### src/rtl/alu_pkg.sv
// ---------------------------------------------------------------------------
// alu_pkg
// Shared definitions for the multicycle ALU:
//   - 4-bit operation codes (AND .. MULT); codes 9-15 are undefined
//   - FSM state encoding for the top-level controller
//   - is_multicycle(): true for ops that run on the shift-add engine
// No ports (package).
// ---------------------------------------------------------------------------
package alu_pkg;

  localparam logic [3:0] OP_AND      = 4'd0;
  localparam logic [3:0] OP_OR       = 4'd1;
  localparam logic [3:0] OP_NOR      = 4'd2;
  localparam logic [3:0] OP_ADD      = 4'd3;
  localparam logic [3:0] OP_SUB      = 4'd4;
  localparam logic [3:0] OP_INC      = 4'd5;
  localparam logic [3:0] OP_MULTPLUS = 4'd6;
  localparam logic [3:0] OP_MOV      = 4'd7;
  localparam logic [3:0] OP_MULT     = 4'd8;

  typedef enum logic [1:0] {
    ST_IDLE = 2'd0,
    ST_MUL  = 2'd1,
    ST_DONE = 2'd2
  } state_t;

  // Multiply-class ops are the only ones that need the iterative engine.
  function automatic logic is_multicycle(input logic [3:0] op);
    return (op == OP_MULT) || (op == OP_MULTPLUS);
  endfunction

endpackage

### src/rtl/shift_add_mult.sv
// ---------------------------------------------------------------------------
// shift_add_mult
// Iterative radix-2 unsigned shift-add multiplier. One partial-product step
// per clock while 'step' is high; after WIDTH steps 'product' holds a*b.
// Ports:
//   clk     in   system clock, rising edge
//   reset   in   asynchronous active-high reset
//   load    in   capture a (multiplicand) and b (multiplier), clear accumulator
//   step    in   perform one shift-add iteration
//   a, b    in   WIDTH-bit operands (sampled only on load)
//   product out  2*WIDTH-bit running/final product
// ---------------------------------------------------------------------------
module shift_add_mult #(
  parameter int WIDTH = 32
) (
  input  logic               clk,
  input  logic               reset,
  input  logic               load,
  input  logic               step,
  input  logic [WIDTH-1:0]   a,
  input  logic [WIDTH-1:0]   b,
  output logic [2*WIDTH-1:0] product
);

  logic [WIDTH-1:0]   mcand_q, mcand_d;
  logic [2*WIDTH-1:0] prod_q, prod_d;
  logic [WIDTH:0]     partial;

  // The product register doubles as the multiplier shift register: the low
  // half starts as b and is consumed LSB-first while the accumulator (high
  // half, plus a carry bit) grows and shifts down into it.
  always_comb begin
    mcand_d = mcand_q;
    prod_d  = prod_q;
    partial = {1'b0, prod_q[2*WIDTH-1:WIDTH]} + (prod_q[0] ? {1'b0, mcand_q} : '0);
    if (load) begin
      mcand_d = a;
      prod_d  = {{WIDTH{1'b0}}, b};
    end else if (step) begin
      prod_d = {partial, prod_q[WIDTH-1:1]};
    end
  end

  always_ff @(posedge clk or posedge reset) begin
    if (reset) begin
      mcand_q <= '0;
      prod_q  <= '0;
    end else begin
      mcand_q <= mcand_d;
      prod_q  <= prod_d;
    end
  end

  assign product = prod_q;

endmodule

### src/rtl/multicycle_alu.sv
// ---------------------------------------------------------------------------
// multicycle_alu
// ALU with start/busy/done handshake and registered outputs. Logic/add ops
// finish in one cycle; MULT/MULTPLUS run WIDTH steps on shift_add_mult and
// return a full 2*WIDTH product split into hi_result/alu_result.
// Optional build macro: MULTICYCLE_ALU_OVF_EN adds the 'ovf' output.
// Ports:
//   clk, reset        clock (rising edge), asynchronous active-high reset
//   start             request, only honoured in IDLE
//   alu_op, a, b      op code and operands, captured with start
//   busy              high while a multiply is iterating
//   done              one-cycle pulse when results are valid
//   alu_result        result (low half of product for multiply ops)
//   hi_result         high half of product, 0 for other ops
//   zero              alu_result == 0
//   ovf (optional)    signed overflow (ADD/SUB/INC) or hi_result != 0 (mult)
// ---------------------------------------------------------------------------
module multicycle_alu
  import alu_pkg::*;
#(
  parameter int WIDTH = 32
) (
  input  logic             clk,
  input  logic             reset,
  input  logic             start,
  input  logic [3:0]       alu_op,
  input  logic [WIDTH-1:0] a,
  input  logic [WIDTH-1:0] b,
  output logic             busy,
  output logic             done,
  output logic [WIDTH-1:0] alu_result,
  output logic [WIDTH-1:0] hi_result,
  output logic             zero
`ifdef MULTICYCLE_ALU_OVF_EN
  ,
  output logic             ovf
`endif
);

  localparam int CNT_W = $clog2(WIDTH) + 1;
  localparam logic [CNT_W-1:0] LAST_STEP = CNT_W'(WIDTH - 1);

  state_t             state_q, state_d;
  logic [CNT_W-1:0]   cnt_q, cnt_d;
  logic [3:0]         op_q, op_d;
  logic               done_q, done_d;
  logic [WIDTH-1:0]   res_q, res_d;
  logic [WIDTH-1:0]   hi_q, hi_d;
  logic               zero_q, zero_d;
  logic [WIDTH-1:0]   single_res;
  logic               mul_load, mul_step;
  logic [2*WIDTH-1:0] mul_product;
  logic [2*WIDTH-1:0] final_prod;
`ifdef MULTICYCLE_ALU_OVF_EN
  logic               ovf_q, ovf_d;
  logic               single_ovf;
`endif

  shift_add_mult #(.WIDTH(WIDTH)) u_mult (
    .clk     (clk),
    .reset   (reset),
    .load    (mul_load),
    .step    (mul_step),
    .a       (a),
    .b       (b),
    .product (mul_product)
  );

  // MULTPLUS carry ripples through the full 2*WIDTH product into hi.
  assign final_prod = mul_product + {{(2*WIDTH-1){1'b0}}, (op_q == OP_MULTPLUS)};

  // Single-cycle datapath; undefined codes deliberately produce zero.
  always_comb begin
    single_res = '0;
    case (alu_op)
      OP_AND:  single_res = a & b;
      OP_OR:   single_res = a | b;
      OP_NOR:  single_res = ~(a | b);
      OP_ADD:  single_res = a + b;
      OP_SUB:  single_res = a - b;
      OP_INC:  single_res = a + WIDTH'(1);
      OP_MOV:  single_res = b;
      default: single_res = '0;
    endcase
  end

`ifdef MULTICYCLE_ALU_OVF_EN
  // Two's-complement overflow: operands' signs vs. result sign.
  always_comb begin
    single_ovf = 1'b0;
    case (alu_op)
      OP_ADD:  single_ovf = (a[WIDTH-1] == b[WIDTH-1]) && (single_res[WIDTH-1] != a[WIDTH-1]);
      OP_SUB:  single_ovf = (a[WIDTH-1] != b[WIDTH-1]) && (single_res[WIDTH-1] != a[WIDTH-1]);
      OP_INC:  single_ovf = !a[WIDTH-1] && single_res[WIDTH-1];
      default: single_ovf = 1'b0;
    endcase
  end
`endif

  // Controller. Single-cycle results are latched on the start edge; multiply
  // results are latched on the DONE edge, together with the done pulse, so
  // done always trails the DONE state by one register stage.
  always_comb begin
    state_d  = state_q;
    cnt_d    = cnt_q;
    op_d     = op_q;
    done_d   = 1'b0;
    res_d    = res_q;
    hi_d     = hi_q;
    zero_d   = zero_q;
    mul_load = 1'b0;
    mul_step = 1'b0;
`ifdef MULTICYCLE_ALU_OVF_EN
    ovf_d    = ovf_q;
`endif
    case (state_q)
      ST_IDLE: begin
        if (start) begin
          op_d = alu_op;
          if (is_multicycle(alu_op)) begin
            mul_load = 1'b1;
            cnt_d    = '0;
            state_d  = ST_MUL;
          end else begin
            res_d   = single_res;
            hi_d    = '0;
            zero_d  = (single_res == '0);
`ifdef MULTICYCLE_ALU_OVF_EN
            ovf_d   = single_ovf;
`endif
            state_d = ST_DONE;
          end
        end
      end
      ST_MUL: begin
        mul_step = 1'b1;
        cnt_d    = cnt_q + CNT_W'(1);
        if (cnt_q == LAST_STEP) begin
          state_d = ST_DONE;
        end
      end
      ST_DONE: begin
        done_d = 1'b1;
        if (is_multicycle(op_q)) begin
          res_d  = final_prod[WIDTH-1:0];
          hi_d   = final_prod[2*WIDTH-1:WIDTH];
          zero_d = (final_prod[WIDTH-1:0] == '0);
`ifdef MULTICYCLE_ALU_OVF_EN
          ovf_d  = (final_prod[2*WIDTH-1:WIDTH] != '0);
`endif
        end
        state_d = ST_IDLE;
      end
      default: state_d = ST_IDLE;
    endcase
  end

  always_ff @(posedge clk or posedge reset) begin
    if (reset) begin
      state_q <= ST_IDLE;
      cnt_q   <= '0;
      op_q    <= '0;
      done_q  <= 1'b0;
      res_q   <= '0;
      hi_q    <= '0;
      zero_q  <= 1'b1;
`ifdef MULTICYCLE_ALU_OVF_EN
      ovf_q   <= 1'b0;
`endif
    end else begin
      state_q <= state_d;
      cnt_q   <= cnt_d;
      op_q    <= op_d;
      done_q  <= done_d;
      res_q   <= res_d;
      hi_q    <= hi_d;
      zero_q  <= zero_d;
`ifdef MULTICYCLE_ALU_OVF_EN
      ovf_q   <= ovf_d;
`endif
    end
  end

  assign busy       = (state_q == ST_MUL);
  assign done       = done_q;
  assign alu_result = res_q;
  assign hi_result  = hi_q;
  assign zero       = zero_q;
`ifdef MULTICYCLE_ALU_OVF_EN
  assign ovf        = ovf_q;
`endif

endmodule

### config.mk
export PLATFORM = sky130hd
export DESIGN_NAME = multicycle_alu
export DESIGN_NICKNAME = d
export VERILOG_FILES = /design/src/rtl/alu_pkg.sv /design/src/rtl/shift_add_mult.sv /design/src/rtl/multicycle_alu.sv
export SDC_FILE = /design/constraint.sdc
export NUM_CORES = 1
export LEC_CHECK = 0
export CAP_MARGIN = 20
export CORE_MARGIN = 2
export CORE_UTILIZATION = 50
export CTS_BUF_LIST = sky130_fd_sc_hd__clkbuf_16
export CTS_CLUSTER_DIAMETER = 120
export DETAILED_ROUTE_END_ITERATION = 7
export PLACE_DENSITY = 0.85
export SYNTH_ARGS = -nofsm -noshare
export SYNTH_HDL_FRONTEND = slang
export SYNTH_SLANG_ARGS = --single-unit
### constraint.sdc
create_clock -name clk -period 6.6 [get_ports clk]
set_input_delay 1.65 -clock clk [delete_from_list [all_inputs] [get_ports clk]]
set_output_delay 1.65 -clock clk [all_outputs]
set_load 0.005 [all_outputs]
==> impl_results.md <==
* Post-synthesis sequential area ratio at between 30 and 40%
* Initial antenna violation count at 0
* Htree depth at 4
* Setup violations, final at 0
* Critical Path Fanout Max at 3
* GRT Total Usage at 32.7%
* IO Count at about 140
* Pwr Total at ~5.2 mW
* Reg2Reg Capture Point: u_mult.product[60]
* Syn Nets at roughly 1900
* Synth cell count leaders: 220 x nand2_1, 173 x dfrtp_1, 142 x o21ai_0, 129 x nor2_1, 108 x clkbuf_1
* Cell Pwr Density at between 200 and 300 mW/mm²
* # clock sinks at about 170
* CP Data Required Time at approximately 7 ns
* ANT nets after route at 0
* Slew HR at roughly 26%
* Worst Tran Pin Value at 1.11 ns
* Tmin final at ~6.3 ns
* Synth unique cells at 87
* Status: complete, but fails checks
* IO Port Bufs at around 140
* Startpoint Class: input pin
* Slew Viols, Final at 0
* Hold Crit Class: reg -> reg
* Initial Util at roughly half
* Mux cell area share after synthesis at about 4.3%
* Vias in the first global route at roughly 15000
* Total gr overflow at 0
* Via count at about 15000
* TritonCTS clock tree: done
* Area grow syn2layout at 21.4%
* Crit path max-delay cell type: or4_4
* Full die area at ~0.030 mm²
* Post-Synth XOR/XNOR Area at under 10%
* Clock-pin transition on the worst setup and hold timing paths at 0.07 ns
* Clk_lat worst skew at 0.46 ns
* Root buffer cell: clkbuf_16
* Cell with the most instances after synthesis: nand2_1
* Fmax at between 150 and 200 MHz
* Area of the multi-input gates at between 0.009 and 0.01 mm²
* WHS Path Cells at 1
* Gpl congestion at 1.03
* Seq cells post-synth at 174
* Hold_buf cts at 0
* Ant. Diodes at 0
* Top-area cell type share of the netlist area at around 30%
* Critical path's largest stage delay at between 0.5 and 0.6 ns
* Static Leak at 7.72 nW
* Critical Path AT at 6.64 ns
* Synthesized area per cell at ~8.1 µm²
* Cell Area, Synth at 0.0145 mm²
* Crit path from: b[8]
* Final hold vios at 0
* Syn Inst Count at approximately 1800
* Hpwl dp at between 30 and 40 mm
* # rows at 62
* Critical-path cell list: dlymetal6s2s_1 > or4_4 > nor4_4 > nand3_2 > or3_4 > or2_4 > nor4_4 > and2b_1 > a211oi_1 > a31oi_1 > o21ai_1 > ha_1 > a21o_1 > a21o_1 > a21oi_2 > nand2_1 > nor4_2 > buf_4 > o31ai_1 > a21oi_1 > mux2_4 > or3_1 > o21ai_1
* Adder-cell area share of the yosys netlist at slightly above 8%
* Fill cells at about 2400
* Share of cells above drive strength 1 at about an eighth
* Iter 0 DRT Violations at a little under 2000
* Top cell family by delay on the critical path: simple AND/OR/NAND/NOR gates
* Endpoint class of the critical path: flip-flop
* RSZ-0062 raised after global routing: false
* Routed len/inst at about 21 µm
* Post-synth EDFFs at 0
* Largest family of logic cells by synthesized area: compound AO/OA/AOI/OAI gates
* Clock Tree Buf Depth at 2
* Chip Height at approximately 170 µm
* Compound-cell area share of the yosys netlist at about a quarter
* R2R depth at 12
* Synth async-reset ratio at 100%
* Main flop type after synthesis: dfrtp_1
* Routed WL at about 50 mm
* Peak VDD IR at roughly 0.21 mV
* WS Path Type: in -> reg
* Reg2reg start: u_mult.product[0]
* Hold Crit Start: alu_result[9]
* Hold EP: alu_result[9]
* First-pass GRT wire length at between 70 and 80 mm
* Top cells by area, synth: dfrtp_1 30%, ha_1 6.3%, nand2_1 5.7%
* Failing checks: design-rule violations
* Die W at approximately 170 µm
* Worst path bufs/invs at 2
* Router iterations before antenna repair at 8
* Largest net degree at the start of global routing at 82
* WP depth at 23
* Max-cap violations at 0
* Area leader, netlist: dfrtp_1
* CTS buffer count at 17
* Synth Warn # at 0
* Slack of the worst reg-to-reg path at roughly 1.9 ns
* Final period util at ~95%
* Hold_ws at roughly 0.47 ns
* Area share of and/or/nand/nor cells after synthesis at approximately 22%
* Vias per cell at around 6.5
* Register area at between 0.004 and 0.005 mm²
* Std-Cell Core Area at 0.0286 mm²
* Worst clock skew at 0.0153 ns
* Final nets at 2110
* DRC viols at 22
[state kept, by name, summed over array words and instances, names as in the netlist]
signal,count
u_mult.mcand_q,32
done,1
u_mult.product,64
hi_result,32
alu_result,32
state_q,2
op_q,4
zero,1
cnt_q,6
[kinds of logic after synthesis]
logic type	after synthesis
AOI/OAI and AO/OA	524
xor gates and xnor gates	102
adders and majority gates	99
buffers and inverters	203
DFF	174
muxes	57
and+or+nand+nor	639
[power by group]
part	total [mW]	internal (mW)	switching (mW)
Clock	1.04	0.540	0.504
Combinational	2.27	1.08	1.20
Sequential	1.92	1.45	0.471
[through the flow]
step                setup TNS (ns)  utilization [%]  instances  setup slack [ns]  area [µm²]
floorplan                        0                -       1798             0.129       14500
global placement            -0.275             59.1       2328            -0.183       16900
detailed placement          -0.773             59.1       2328            -0.287       16900
CTS                              0             61.2       2360             0.179       17500
global route                     0             61.4       2361            0.0720       17600
finish                           0             61.4       2361             0.346       17600
[worst max-delay path by stage]
stage | to | slack, ns
6_report | zero | 0.35
5_1_grt | zero | 0.07
4_1_cts | zero | 0.18
3_5_place_dp | zero | -0.29
3_3_place_gp | zero | -0.18
2_1_floorplan | zero | 0.13
[per-layer routing]
| layer | share of wire (%) | global-route usage, % |
|---|---|---|
| met3 | 9.5 | 6.21 |
| met2 | 45 | 52.0 |
| met5 | 0 | 0 |
| met4 | 5.6 | 17.5 |
| met1 | 40 | 42.1 |
[timing repair]
item | CTS | global route
setup buffers | 0 | 1
resized for setup | 0 | 19
endpoints found under the setup margin | 0 | 4
[area by class of cell]
type,count,share of cell area [%]
inverters,74,1.61
flip-flops and latches,174,24.8
clock inverters,15,0.982
well taps,384,2.73
repair buffers,276,13.9
multi-input cells,1421,53.6
clock buffers,17,2.42
[worst register-to-register path, stage by stage, from the launching register on]
cell	delay [ns]
dfrtp_1	0.99
and2_1	0.26
ha_1	0.28
and3_1	0.25
a31o_2	0.27
o41ai_1	0.48
o211ai_1	0.16
o21ai_0	0.41
o211ai_1	0.22
o41ai_1	0.66
o21ai_0	0.28
xnor2_1	0.21
o21ai_0	0.09
[cell usage in the layout (no fill, tap or decap), types with 37 or more instances in the layout]
master,Yosys,layout
nand3_1,53,51
nor2_1,129,128
inv_1,70,69
nor3_1,46,46
mux2_2,40,39
a21o_1,37,37
dfrtp_1,173,173
o21ai_0,142,141
xor2_1,61,61
buf_4,2,138
nand2_1,220,220
and2_1,38,38
a21oi_1,100,98
ha_1,73,73
clkdlybuf4s50_1,0,130
xnor2_1,41,41
Note: power is estimated with default switching activity, not from simulation.
